--- src/rtl/clk_div_period_meter.sv ---
// Measures period and high time of an asynchronous divided clock in clk_in cycles,
// flags lock on two matching measurements and timeout when the divided clock stalls.
module clk_div_period_meter #(
    parameter int CNT_W       = 16,
    parameter int TIMEOUT_CYC = 1000
) (
    input  logic             clk_in,
    input  logic             nrst,
    input  logic             div_in,
    input  logic             clear,
    output logic [CNT_W-1:0] period,
    output logic [CNT_W-1:0] high_time,
    output logic             valid,
    output logic             locked,
    output logic             timeout
);

    localparam logic [CNT_W-1:0] TOUT_VAL = CNT_W'(TIMEOUT_CYC);

    typedef enum logic [1:0] {
        ST_IDLE = 2'd0,
        ST_MEAS = 2'd1,
        ST_TOUT = 2'd2
    } state_t;

    state_t           r_state;
    state_t           w_state_nxt;

    logic             r_s1;
    logic             r_s2;
    logic             r_s3;
    logic             w_rise;
    logic             w_fall;

    logic [CNT_W-1:0] r_cnt;
    logic [CNT_W-1:0] r_hcnt;
    logic [CNT_W-1:0] r_hpend;
    logic [CNT_W-1:0] w_cnt_inc;
    logic [CNT_W-1:0] w_hcnt_inc;

    logic [CNT_W-1:0] r_period;
    logic [CNT_W-1:0] r_high;
    logic             r_valid;
    logic             r_locked;
    logic             r_timeout;
    logic             r_have_meas;

    logic             w_start;
    logic             w_take;
    logic             w_tout_hit;
    logic             w_match;

    // Synchronizer runs regardless of clear so edge history stays coherent.
    always_ff @(posedge clk_in or negedge nrst) begin
        if (!nrst) begin
            r_s1 <= 1'b0;
            r_s2 <= 1'b0;
            r_s3 <= 1'b0;
        end else begin
            r_s1 <= div_in;
            r_s2 <= r_s1;
            r_s3 <= r_s2;
        end
    end

    assign w_rise     = r_s2 & ~r_s3;
    assign w_fall     = ~r_s2 & r_s3;
    assign w_cnt_inc  = (&r_cnt)  ? r_cnt  : r_cnt  + 1'b1;
    assign w_hcnt_inc = (&r_hcnt) ? r_hcnt : r_hcnt + 1'b1;
    assign w_match    = r_have_meas && (r_cnt == r_period) && (r_hpend == r_high);

    always_ff @(posedge clk_in or negedge nrst) begin
        if (!nrst) begin
            r_state <= ST_IDLE;
        end else begin
            r_state <= w_state_nxt;
        end
    end

    always_comb begin
        w_state_nxt = r_state;
        w_start     = 1'b0;
        w_take      = 1'b0;
        w_tout_hit  = 1'b0;
        if (clear) begin
            w_state_nxt = ST_IDLE;
        end else begin
            case (r_state)
                ST_IDLE: begin
                    if (w_rise) begin
                        w_state_nxt = ST_MEAS;
                        w_start     = 1'b1;
                    end
                end
                ST_MEAS: begin
                    // A rise on the timeout cycle is a valid measurement.
                    if (w_rise) begin
                        w_take = 1'b1;
                    end else if (r_cnt == TOUT_VAL) begin
                        w_state_nxt = ST_TOUT;
                        w_tout_hit  = 1'b1;
                    end
                end
                ST_TOUT: begin
                    if (w_rise) begin
                        w_state_nxt = ST_MEAS;
                        w_start     = 1'b1;
                    end
                end
                default: w_state_nxt = ST_IDLE;
            endcase
        end
    end

    // Counters only advance while measuring; IDLE and TOUT hold them.
    always_ff @(posedge clk_in or negedge nrst) begin
        if (!nrst) begin
            r_cnt   <= '0;
            r_hcnt  <= '0;
            r_hpend <= '0;
        end else if (clear) begin
            r_cnt   <= '0;
            r_hcnt  <= '0;
            r_hpend <= '0;
        end else if (w_start || w_take) begin
            r_cnt  <= {{(CNT_W-1){1'b0}}, 1'b1};
            r_hcnt <= {{(CNT_W-1){1'b0}}, 1'b1};
        end else if (r_state == ST_MEAS) begin
            r_cnt <= w_cnt_inc;
            if (r_s2) begin
                r_hcnt <= w_hcnt_inc;
            end
            if (w_fall) begin
                r_hpend <= r_hcnt;
            end
        end
    end

    always_ff @(posedge clk_in or negedge nrst) begin
        if (!nrst) begin
            r_period    <= '0;
            r_high      <= '0;
            r_valid     <= 1'b0;
            r_locked    <= 1'b0;
            r_timeout   <= 1'b0;
            r_have_meas <= 1'b0;
        end else if (clear) begin
            r_period    <= '0;
            r_high      <= '0;
            r_valid     <= 1'b0;
            r_locked    <= 1'b0;
            r_timeout   <= 1'b0;
            r_have_meas <= 1'b0;
        end else begin
            r_valid <= 1'b0;
            if (w_take) begin
                r_period    <= r_cnt;
                r_high      <= r_hpend;
                r_valid     <= 1'b1;
                r_locked    <= w_match;
                r_have_meas <= 1'b1;
            end
            // First edge after IDLE/TOUT only arms the measurement.
            if (w_start) begin
                r_timeout   <= 1'b0;
                r_locked    <= 1'b0;
                r_have_meas <= 1'b0;
            end
            if (w_tout_hit) begin
                r_timeout <= 1'b1;
                r_locked  <= 1'b0;
            end
        end
    end

    assign period    = r_period;
    assign high_time = r_high;
    assign valid     = r_valid;
    assign locked    = r_locked;
    assign timeout   = r_timeout;

endmodule

--- config.mk ---
export PLATFORM = sky130hd
export DESIGN_NAME = clk_div_period_meter
export DESIGN_NICKNAME = d
export VERILOG_FILES = /design/src/rtl/clk_div_period_meter.sv
export SDC_FILE = /design/constraint.sdc
export NUM_CORES = 1
export LEC_CHECK = 0
export CORE_UTILIZATION = 58
export CTS_BUF_LIST = sky130_fd_sc_hd__clkbuf_16
export DETAILED_ROUTE_END_ITERATION = 16
export PLACE_DENSITY = 0.8
export REMOVE_ABC_BUFFERS = 1
export SLEW_MARGIN = 20
export SYNTH_ARGS = -nofsm -noshare
export SYNTH_HDL_FRONTEND = slang
export SYNTH_SLANG_ARGS = --single-unit
--- constraint.sdc ---
create_clock -name clk_in -period 2.28 [get_ports clk_in]
set_input_delay 0.684 -clock clk_in [delete_from_list [all_inputs] [get_ports clk_in]]
set_output_delay 0.684 -clock clk_in [all_outputs]
set_load 0.02 [all_outputs]
### Word-level counts from Yosys, hierarchy flattened

Cells that the tools add are included.

| storage, ports and cells | value |
|---|---|
| register bits after elaboration | 89 |
| bits in latches | 0 |
| memory bits (writable) | 0 |
| bits in read-only memories | 0 |
| bits of input ports | 4 |
| output and inout port bits | 35 |
| word-level logic and storage cells | 92 |
| memories | 0 |

| operators by class | value |
|---|---|
| add/subtract/negate cells | 2 |
| multipliers | 0 |
| divide/modulo/power cells | 0 |
| $lt $le $gt $ge | 0 |
| equal/unequal tests | 11 |
| shift operators | 0 |
| muxes and demuxes | 43 |
| bitwise gates (word level) | 4 |
| reductions and logical operators | 19 |

Operator list:

| cell | count |
|---|---|
| $mux 16 | 17 |
| $add 16x1->16 const B | 2 |
| $eq 16x16->1 | 2 |
| $reduce_and 16->1 | 2 |
| $mux 1 | 21 |
| $eq 16x10->1 const B | 1 |
| $reduce_bool 3->1 | 4 |
| $reduce_and 3->1 | 3 |
| $mux 2 | 4 |
| $ne 3x2->1 const B | 2 |
| $ne 3x3->1 const B | 2 |
| $reduce_bool 2->1 | 3 |
| $pmux 2 s2 | 1 |
| $reduce_bool 4->1 | 1 |
| $ne 3x1->1 const B | 1 |
| $and 1x1->1 | 2 |
| $eq 2x1->1 const B | 1 |
| $eq 2x2->1 const B | 1 |
| $logic_and 1x1->1 | 2 |
| $logic_not 2->1 | 1 |
| $ne 2x2->1 const B | 1 |
| $not 1->1 | 2 |
| $reduce_and 2->1 | 1 |
| $reduce_or 2->1 | 1 |
| $logic_or 1x1->1 | 1 |

### Depth between registers and ports, before layout

Gate-level depths: netlist of the first run.

| depth | value |
|---|---|
| depth after elaboration | 9 |
| gate-level depth with buffers | 8 |
| mapped depth without buffers | 6 |

### Worst setup path before layout of the first run

Ideal clock, no wire load.

| timing | value |
|---|---|
| path kind | input to register |
| start point | input port clear |
| end point | register r_cnt[10] |
| library setup time | 0.132 ns |
| arrival | 1.934 ns |
| data required time | 2.148 ns |
| path slack | 0.214 ns |
| cell stages on the path | 7 |
| buffers on the path | 4 |
| cell sequence | buf_2 > inv_1 > clkbuf_1 > o21ai_0 > clkbuf_1 > clkbuf_1 > nor2_1 |

| on the way | value |
|---|---|
| word-level cells in the longest chain between the ends | 4 |
| elaborated cells on any way between the ends | 8 |
| those cells by class | eq/ne (1); mux (4); reduce/logical (3) |

Ends and longest elaborated chain:

| what | line | source |
|---|---|---|
| start: declaration | 10 | `input logic clear,` |
| $mux 1 | 85 | `if (clear) begin` |
| $logic_or 1x1->1 | 125 | `end else if (w_start \|\| w_take) begin` |
| $ne 3x2->1 (no source line) (tied with other cells) | n/a |  |
| $reduce_and 2->1 (no source line) or $mux 16 (tied branches) | n/a |  |
| end signal: assignment | 126 | `r_cnt <= {{(CNT_W-1){1'b0}}, 1'b1};` |
| end signal: assignment | 129 | `r_cnt <= w_cnt_inc;` |
| end: declaration | 35 | `logic [CNT_W-1:0] r_cnt;` |

Several ways; a longest one is shown, not always the timed one.
A chain may end at the register's enable or synchronous reset.

### Worst setup path in the final report of the first run

| timing | value |
|---|---|
| start point | register r_hcnt[0] |
| end point | register r_hcnt[12] |

| on the way | value |
|---|---|
| word-level cells in the longest chain between the ends | 6 |
| elaborated cells on any way between the ends | 9 |
| those cells by class | add/sub (1); eq/ne (1); mux (5); reduce/logical (2) |

Ends and longest elaborated chain:

| what | line | source |
|---|---|---|
| start: declaration | 36 | `logic [CNT_W-1:0] r_hcnt;` |
| start signal: assignment | 127 | `r_hcnt <= {{(CNT_W-1){1'b0}}, 1'b1};` |
| start signal: assignment | 131 | `r_hcnt <= w_hcnt_inc;` |
| $add 16x1->16 | 69 | `assign w_hcnt_inc = (&r_hcnt) ? r_hcnt : r_hcnt + 1'b1;` |
| $mux 16 | 69 |  |
| $mux 16 | 130 | `if (r_s2) begin` |
| $mux 16 | 128 | `end else if (r_state == ST_MEAS) begin` |
| $mux 16 | 125 |  |
| $mux 16 | 121 | `end else if (clear) begin` |

Several ways; a longest one is shown, not always the timed one. The select of a mux whose other input is x is not followed.

==> results.md, run 1 <==
* Vias per std cell at 6.302
* Asr flop ratio synth at 1.000
* Routed length per instance at 19.05 µm
* Std cell rows at 31
* Port Buffers at 38
* Power per cell area at 624.9 mW/mm²
* Die Outline Area at 0.008023 mm²
* Largest family of logic cells by synthesized area: compound AO/OA/AOI/OAI gates
* Number of warning messages in the yosys log at 0
* Number of buffers between clock root and the deepest sink at 2
* Area of combinational cells with multiple inputs at 0.002086 mm²
* Average instance area after synthesis at 9.929 µm²
* Xor and xnor fraction of the mapped netlist area at 0.07482
* Mapped Cells at 448
* Share of the clock period used by the worst path after layout at 0.9661
* Post-synthesis sequential element count at 89
* Insertion delay of the later-clocked pin in the worst-skew pair at 0.34 ns
* Max Clock Skew at 0.005269 ns
* Antenna violations before repair at 0
* Number of sinks handled by clock tree synthesis at 89
* Slowest-stage cell, CP: sky130_fd_sc_hd__or4b_2
* Clock Root Buffer: sky130_fd_sc_hd__clkbuf_16
* DIE WIDTH at 89.57 µm
* Setup TNS at 0 ns
* IR drop worst, VDD at 404.4 µV
* Number of global-route vias before repair at 3,578
* NumNets Final at 519
* Die Ht at 89.57 µm
* Final cell utilization of the core at 0.7547
* Count of nets left with antenna violations after detail routing at 0
* Total inserted antenna cells at 0
* Multiplexer share of the synthesized area at 0.004501
* Dominant cell by count in the synthesized netlist: sky130_fd_sc_hd__dfrtp_1
* Slowest Stage Delay on Critical Path at 0.65 ns
* Placeable core area at 0.007331 mm²
* Depth of the CTS H-tree at 3
* Sequential cell area in the final layout at 0.002227 mm²
* Count of flip-flops with a built-in enable after synthesis at 0
* Starting DRT DRC Count at 291
* TritonCTS clock tree: built
* Most instantiated cells after synthesis: sky130_fd_sc_hd__dfrtp_1 (89), sky130_fd_sc_hd__nand2_1 (50), sky130_fd_sc_hd__a21oi_1 (33), sky130_fd_sc_hd__a22o_1 (33), sky130_fd_sc_hd__xor2_1 (30)
* Number of filler instances in the final layout at 502
* Library cell with the largest summed area after synthesis: sky130_fd_sc_hd__dfrtp_1
* Initial Util at 0.6068
* Cell-by-cell listing of the critical path: ha_1 -> nand3_1 -> nor3_1 -> nand4_1 -> or4b_2 -> a31oi_1
* Dominant register cell in the synthesized netlist: sky130_fd_sc_hd__dfrtp_1
* DRC violations left at 0
* Hold Buf Count CTS at 0
* Portion of the post-synthesis area used by sequential elements at 0.5007
* Number of primary I/O pins at 39
* Area growth syn-to-layout at 24.39%
* Clock edge transition at the registers on the reported setup and hold paths at 0.07 ns
* Final Max Slew Viols at 0
* Static leakage at 2.507 nW
* Vias post-DR at 3,882
* Critical Path Sink Type: flop
* Synth top area share at 0.5007
* Post-Synth Adder-Cell Area at 0.008439
* Routed WL at 11,730 µm
* Pin count of the biggest net entering global routing at 49
* Routability congestion estimate at 0.9581
* Wire length of the first global-routing pass at 18,340 µm
* Outcome: complete, no violations
* Slew at the pin closest to its max-slew limit at 0.5709 ns
* Inserted Clock Buffers at 9
* Setup CP Type: flop to flop
* Data required time of the worst path at 2.53 ns
* Startpoint class of the critical path: flop
* Synth area leaders: sky130_fd_sc_hd__dfrtp_1 (50%), sky130_fd_sc_hd__a22o_1 (6.5%), sky130_fd_sc_hd__xor2_1 (5.9%)
* Setup-failing EPs final at 0
* Share of layout cells above drive strength 1 at 0.1451
* Headroom to the max-slew limit at 0.6180
* Post-synthesis compound-gate area fraction at 0.1902
* Max Clock Freq at 0.4540 GHz
* Biggest fanout along the worst timing path at 4
* Total global routing overflow at 0
* Global Route Usage Sum at 0.3110
* Distinct cell type count after synthesis at 58
* Area of the mapped netlist at 0.004448 mm²
* DRT Pass-1 Iters at 5
* Data arrival time at the worst-slack endpoint at 2.45 ns
* Hold slack at 0.2687 ns
* Maximum Capacitance Violations at 0
* Fin crit period at 2.203 ns
* Pwr Total at 3.457 mW
* Class of the worst hold path: primary input to async pin
* Final hold vios at 0
* Fraction of the mapped netlist area in simple logic gates at 0.1842
* Final HPWL DP at 8027 µm
-- repair_timing --
action                                  4_1_cts  5_1_grt
setup buffers                                 0        0
endpoints found under the setup margin        0        6
gates resized for setup                       0        4
-- area by class of cell --
class                   instances  area share
flip-flops and latches         89      0.4025
multi-input cells             319      0.3770
repair buffers                 82      0.1330
clock buffers                   9     0.04071
well taps                      99     0.02239
clock inverters                 7     0.01696
inverters                      11    0.007463
-- worst max-delay path, delay by kind of cell, from the launching register on --
| kind | cells | cell delay (ns) |
|---|---|---|
| and+or+nand+nor | 4 | 1.32 |
| adders and majority gates | 1 | 0.19 |
| AOI/OAI and AO/OA | 1 | 0.21 |
| DFF | 1 | 0.40 |
-- flip-flops by register name, indices dropped and copies added (netlist names) --
name,cells
r_hcnt,16
r_s2,1
r_state,2
r_have_meas,1
high_time,16
period,16
timeout,1
r_s3,1
locked,1
r_cnt,16
r_s1,1
valid,1
r_hpend,16
-- where the power goes --
group          switching, mW  total (mW)  leakage, nW  internal (mW)
sequential            0.0232        1.62         1.23           1.59
combinational          0.159       0.251         1.12         0.0915
clock                  0.628        1.59        0.158          0.962
total                  0.810        3.46         2.51           2.65
-- path summary, 6_finish.rpt --
kind                                start            to  slack, ns  cells after the start
worst max register to register  r_hcnt[0]    r_hcnt[12]       0.08                      6
min in group clk_in                  r_s1          r_s2       0.36                      0
worst min register to register       r_s1          r_s2       0.36                      0
worst min-delay path                 nrst  high_time[5]       0.27                      1
worst max-delay path            r_hcnt[0]    r_hcnt[12]       0.08                      6
max in group asynchronous            nrst    period[14]       1.42                      2
-- routing by layer --
metal  vias up  share of wire  track usage
met5         -              0            0
met2       158           0.47       0.4869
li1       1769              -            -
met1      1935           0.45       0.4420
met4         0          0.020       0.1198
met3        20          0.060      0.04205
-- cells in the final DEF (no fill, tap or decap), types with 3 or more instances in the layout --
master	n
sky130_fd_sc_hd__clkbuf_16	9
sky130_fd_sc_hd__a211oi_1	4
sky130_fd_sc_hd__nand3_1	15
sky130_fd_sc_hd__nor4_1	10
sky130_fd_sc_hd__o211ai_1	4
sky130_fd_sc_hd__a21oi_1	32
sky130_fd_sc_hd__and4_1	3
sky130_fd_sc_hd__ha_1	3
sky130_fd_sc_hd__nand4_1	7
sky130_fd_sc_hd__o21ai_0	13
sky130_fd_sc_hd__a31oi_1	4
sky130_fd_sc_hd__o21ai_1	3
sky130_fd_sc_hd__inv_1	12
sky130_fd_sc_hd__o21a_1	5
sky130_fd_sc_hd__or4_1	8
sky130_fd_sc_hd__buf_4	43
sky130_fd_sc_hd__and3_1	6
sky130_fd_sc_hd__xor2_1	30
sky130_fd_sc_hd__nor2_1	23
sky130_fd_sc_hd__nand2_1	50
sky130_fd_sc_hd__xnor2_1	8
sky130_fd_sc_hd__dfrtp_1	89
sky130_fd_sc_hd__nand2b_1	6
sky130_fd_sc_hd__a22o_1	33
sky130_fd_sc_hd__nor3_1	7
sky130_fd_sc_hd__clkdlybuf4s50_1	36
-- kinds of logic after synthesis --
family          Yosys count
xor+xnor                 38
fa+ha+maj                 3
flops                    89
buf+inv                  40
compound gates          119
mux                       2
simple gates            157
-- per-stage QoR --
| step | cells | setup WS [ns] | area [µm²] |
|---|---|---|---|
| 6_report | 616 | 0.07731 | 5533 |
| 5_1_grt | 616 | -0.06587 | 5533 |
| 4_1_cts | 616 | 0.05328 | 5509 |
| 3_5_place_dp | 600 | -0.2661 | 5190 |
| 3_3_place_gp | 600 | -0.1907 | 5190 |
| 2_1_floorplan | 419 | -0.9064 | 4324 |
(Power assumes the default switching activity.)
==> run 2, diff against run 1 <==
Settings changed: CORE_MARGIN from default to 3.
==> results.md, run 2 (synthesized netlist as in run 1, its figures left out) <==
* Routed length per instance at 18.60 µm
* Pwr Total at 3.255 mW
* Finished layout cell area at 0.005474 mm²
* Number of primary I/O pins at 39
* RSZ-0062 raised after global routing: true
* Pin count of the biggest net entering global routing at 43
* Dominant delay contributor by cell family on the critical path: buffers and inverters
* Depth of the CTS H-tree at 3
* IR drop worst, VDD at 494.6 µV
* Setup-failing EPs final at 0
* Sequential cell area in the final layout at 0.002227 mm²
* Met2 routed WL at 5420 µm
* Length of routed wiring on met1 at 4971 µm
* Final HPWL DP at 7876 µm
* Headroom to the max-slew limit at 0.6335
* Non-filler instance count after layout at 613
* Total global routing overflow at 0
* Worst path buffer plus inverter count at 2
* DRC violations left at 0
* Outcome: complete, no violations
* Die Ht at 93.57 µm
* Post-Place Cell Area at 0.005180 mm²
* Setup CP Type: primary input to flop
* Final Max Slew Viols at 0
* Number of sinks handled by clock tree synthesis at 89
* Vias per std cell at 6.320
* Setup TNS at 0 ns
* Routability congestion estimate at 0.9496
* Count of nets left with antenna violations after detail routing at 0
* Cell-by-cell listing of the critical path: clkdlybuf4s50_1 -> o311ai_2 -> o31ai_2 -> buf_4 -> or4_1 -> a21oi_1
* Cell total after placement at 597
* Count of instances resized after the clock tree is built at 0
* DRT Pass-1 Iters at 5
* Clock Root Buffer: sky130_fd_sc_hd__clkbuf_16
* Commonest non-fill, non-tap cells in the layout: sky130_fd_sc_hd__dfrtp_1 (89), sky130_fd_sc_hd__nand2_1 (50), sky130_fd_sc_hd__buf_4 (39), sky130_fd_sc_hd__clkdlybuf4s50_1 (37), sky130_fd_sc_hd__a22o_1 (33)
* Slowest-stage cell, CP: sky130_fd_sc_hd__clkdlybuf4s50_1
* Std cell rows at 31
* Power per cell area at 594.6 mW/mm²
* Placeable core area at 0.007331 mm²
* Routed WL at 11,400 µm
* Hold Buf Count CTS at 0
* Vias post-DR at 3,874
* Initial Util at 0.6068
* Total inserted antenna cells at 0
* Class of the worst hold path: primary input to async pin
* Data arrival time at the worst-slack endpoint at 2.48 ns
* NumNets Final at 516
* Starting DRT DRC Count at 267
* Final hold vios at 0
* Antenna violations before repair at 0
* Die Outline Area at 0.008755 mm²
* Biggest fanout along the worst timing path at 12
* Port Buffers at 38
* Max Clock Skew at 0.009218 ns
* Static leakage at 2.462 nW
* Wire length of the first global-routing pass at 19,070 µm
* Number of buffers inserted to repair setup after CTS at 0
* Data required time of the worst path at 2.54 ns
* Highest signal layer in the routed design: met4
* Slowest Stage Delay on Critical Path at 0.51 ns
* Number of filler instances in the final layout at 503
* Global Route Usage Sum at 0.2815
* Critical Path Sink Type: flop
* Inserted Clock Buffers at 9
* Share of layout cells above drive strength 1 at 0.1381
* DIE WIDTH at 93.57 µm
* Number of global-route vias before repair at 3,677
* Clock edge transition at the registers on the reported setup and hold paths at 0.07 ns
* Routed wl met3 at 789 µm
* Hold slack at 0.3167 ns
* Fin crit period at 2.214 ns
* Leading cell type in the layout, fill and taps excluded: sky130_fd_sc_hd__dfrtp_1
* Number of buffers between clock root and the deepest sink at 2
* Startpoint class of the critical path: primary input
* Area of combinational cells with multiple inputs at 0.002079 mm²
* Slew at the pin closest to its max-slew limit at 0.5422 ns
* Area growth syn-to-layout at 23.07%
* Insertion delay of the later-clocked pin in the worst-skew pair at 0.35 ns
* Max Clock Freq at 0.4517 GHz
* Share of the clock period used by the worst path after layout at 0.9710
* Maximum Capacitance Violations at 0
* TritonCTS clock tree: built
run 2: layer usage:
layer,vias up,global-route usage
met2,187,0.4384
met4,0,0.08905
li1,1764,-
met3,23,0.05390
met1,1900,0.4002
met5,-,0
run 2: where the power goes:
| part | internal [mW] | switching, mW |
|---|---|---|
| sequential | 1.59 | 0.0231 |
| combinational | 0.0896 | 0.159 |
| clock | 0.748 | 0.642 |
| total | 2.43 | 0.824 |
run 2: area by class of cell:
cell class / count / share of cell area
well taps: 99 / 0.02263
multi-input cells: 319 / 0.3799
clock inverters: 7 / 0.009829
clock buffers: 9 / 0.04114
inverters: 11 / 0.007543
flip-flops and latches: 89 / 0.4069
repair buffers: 79 / 0.1321
run 2: path summary, 6_finish.rpt:
kind / startpoint / endpoint / slack [ns] / cells past startpoint
worst max-delay path: clear / r_hcnt[10] / 0.07 / 6
worst min-delay path: nrst / high_time[12] / 0.32 / 1
worst max register to register: r_hcnt[3] / r_hcnt[9] / 0.16 / 5
worst min register to register: r_s1 / r_s2 / 0.36 / 0
max in group asynchronous: nrst / high_time[0] / 1.30 / 2
min in group clk_in: r_s1 / r_s2 / 0.36 / 0
run 2: metrics by stage:
stage / setup slack (ns) / utilization
2_1_floorplan: -0.9064 / -
3_3_place_gp: -0.2230 / 0.7066
3_5_place_dp: -0.2707 / 0.7066
4_1_cts: 0.01019 / 0.7447
5_1_grt: -0.005191 / 0.7467
6_report: 0.06615 / 0.7467
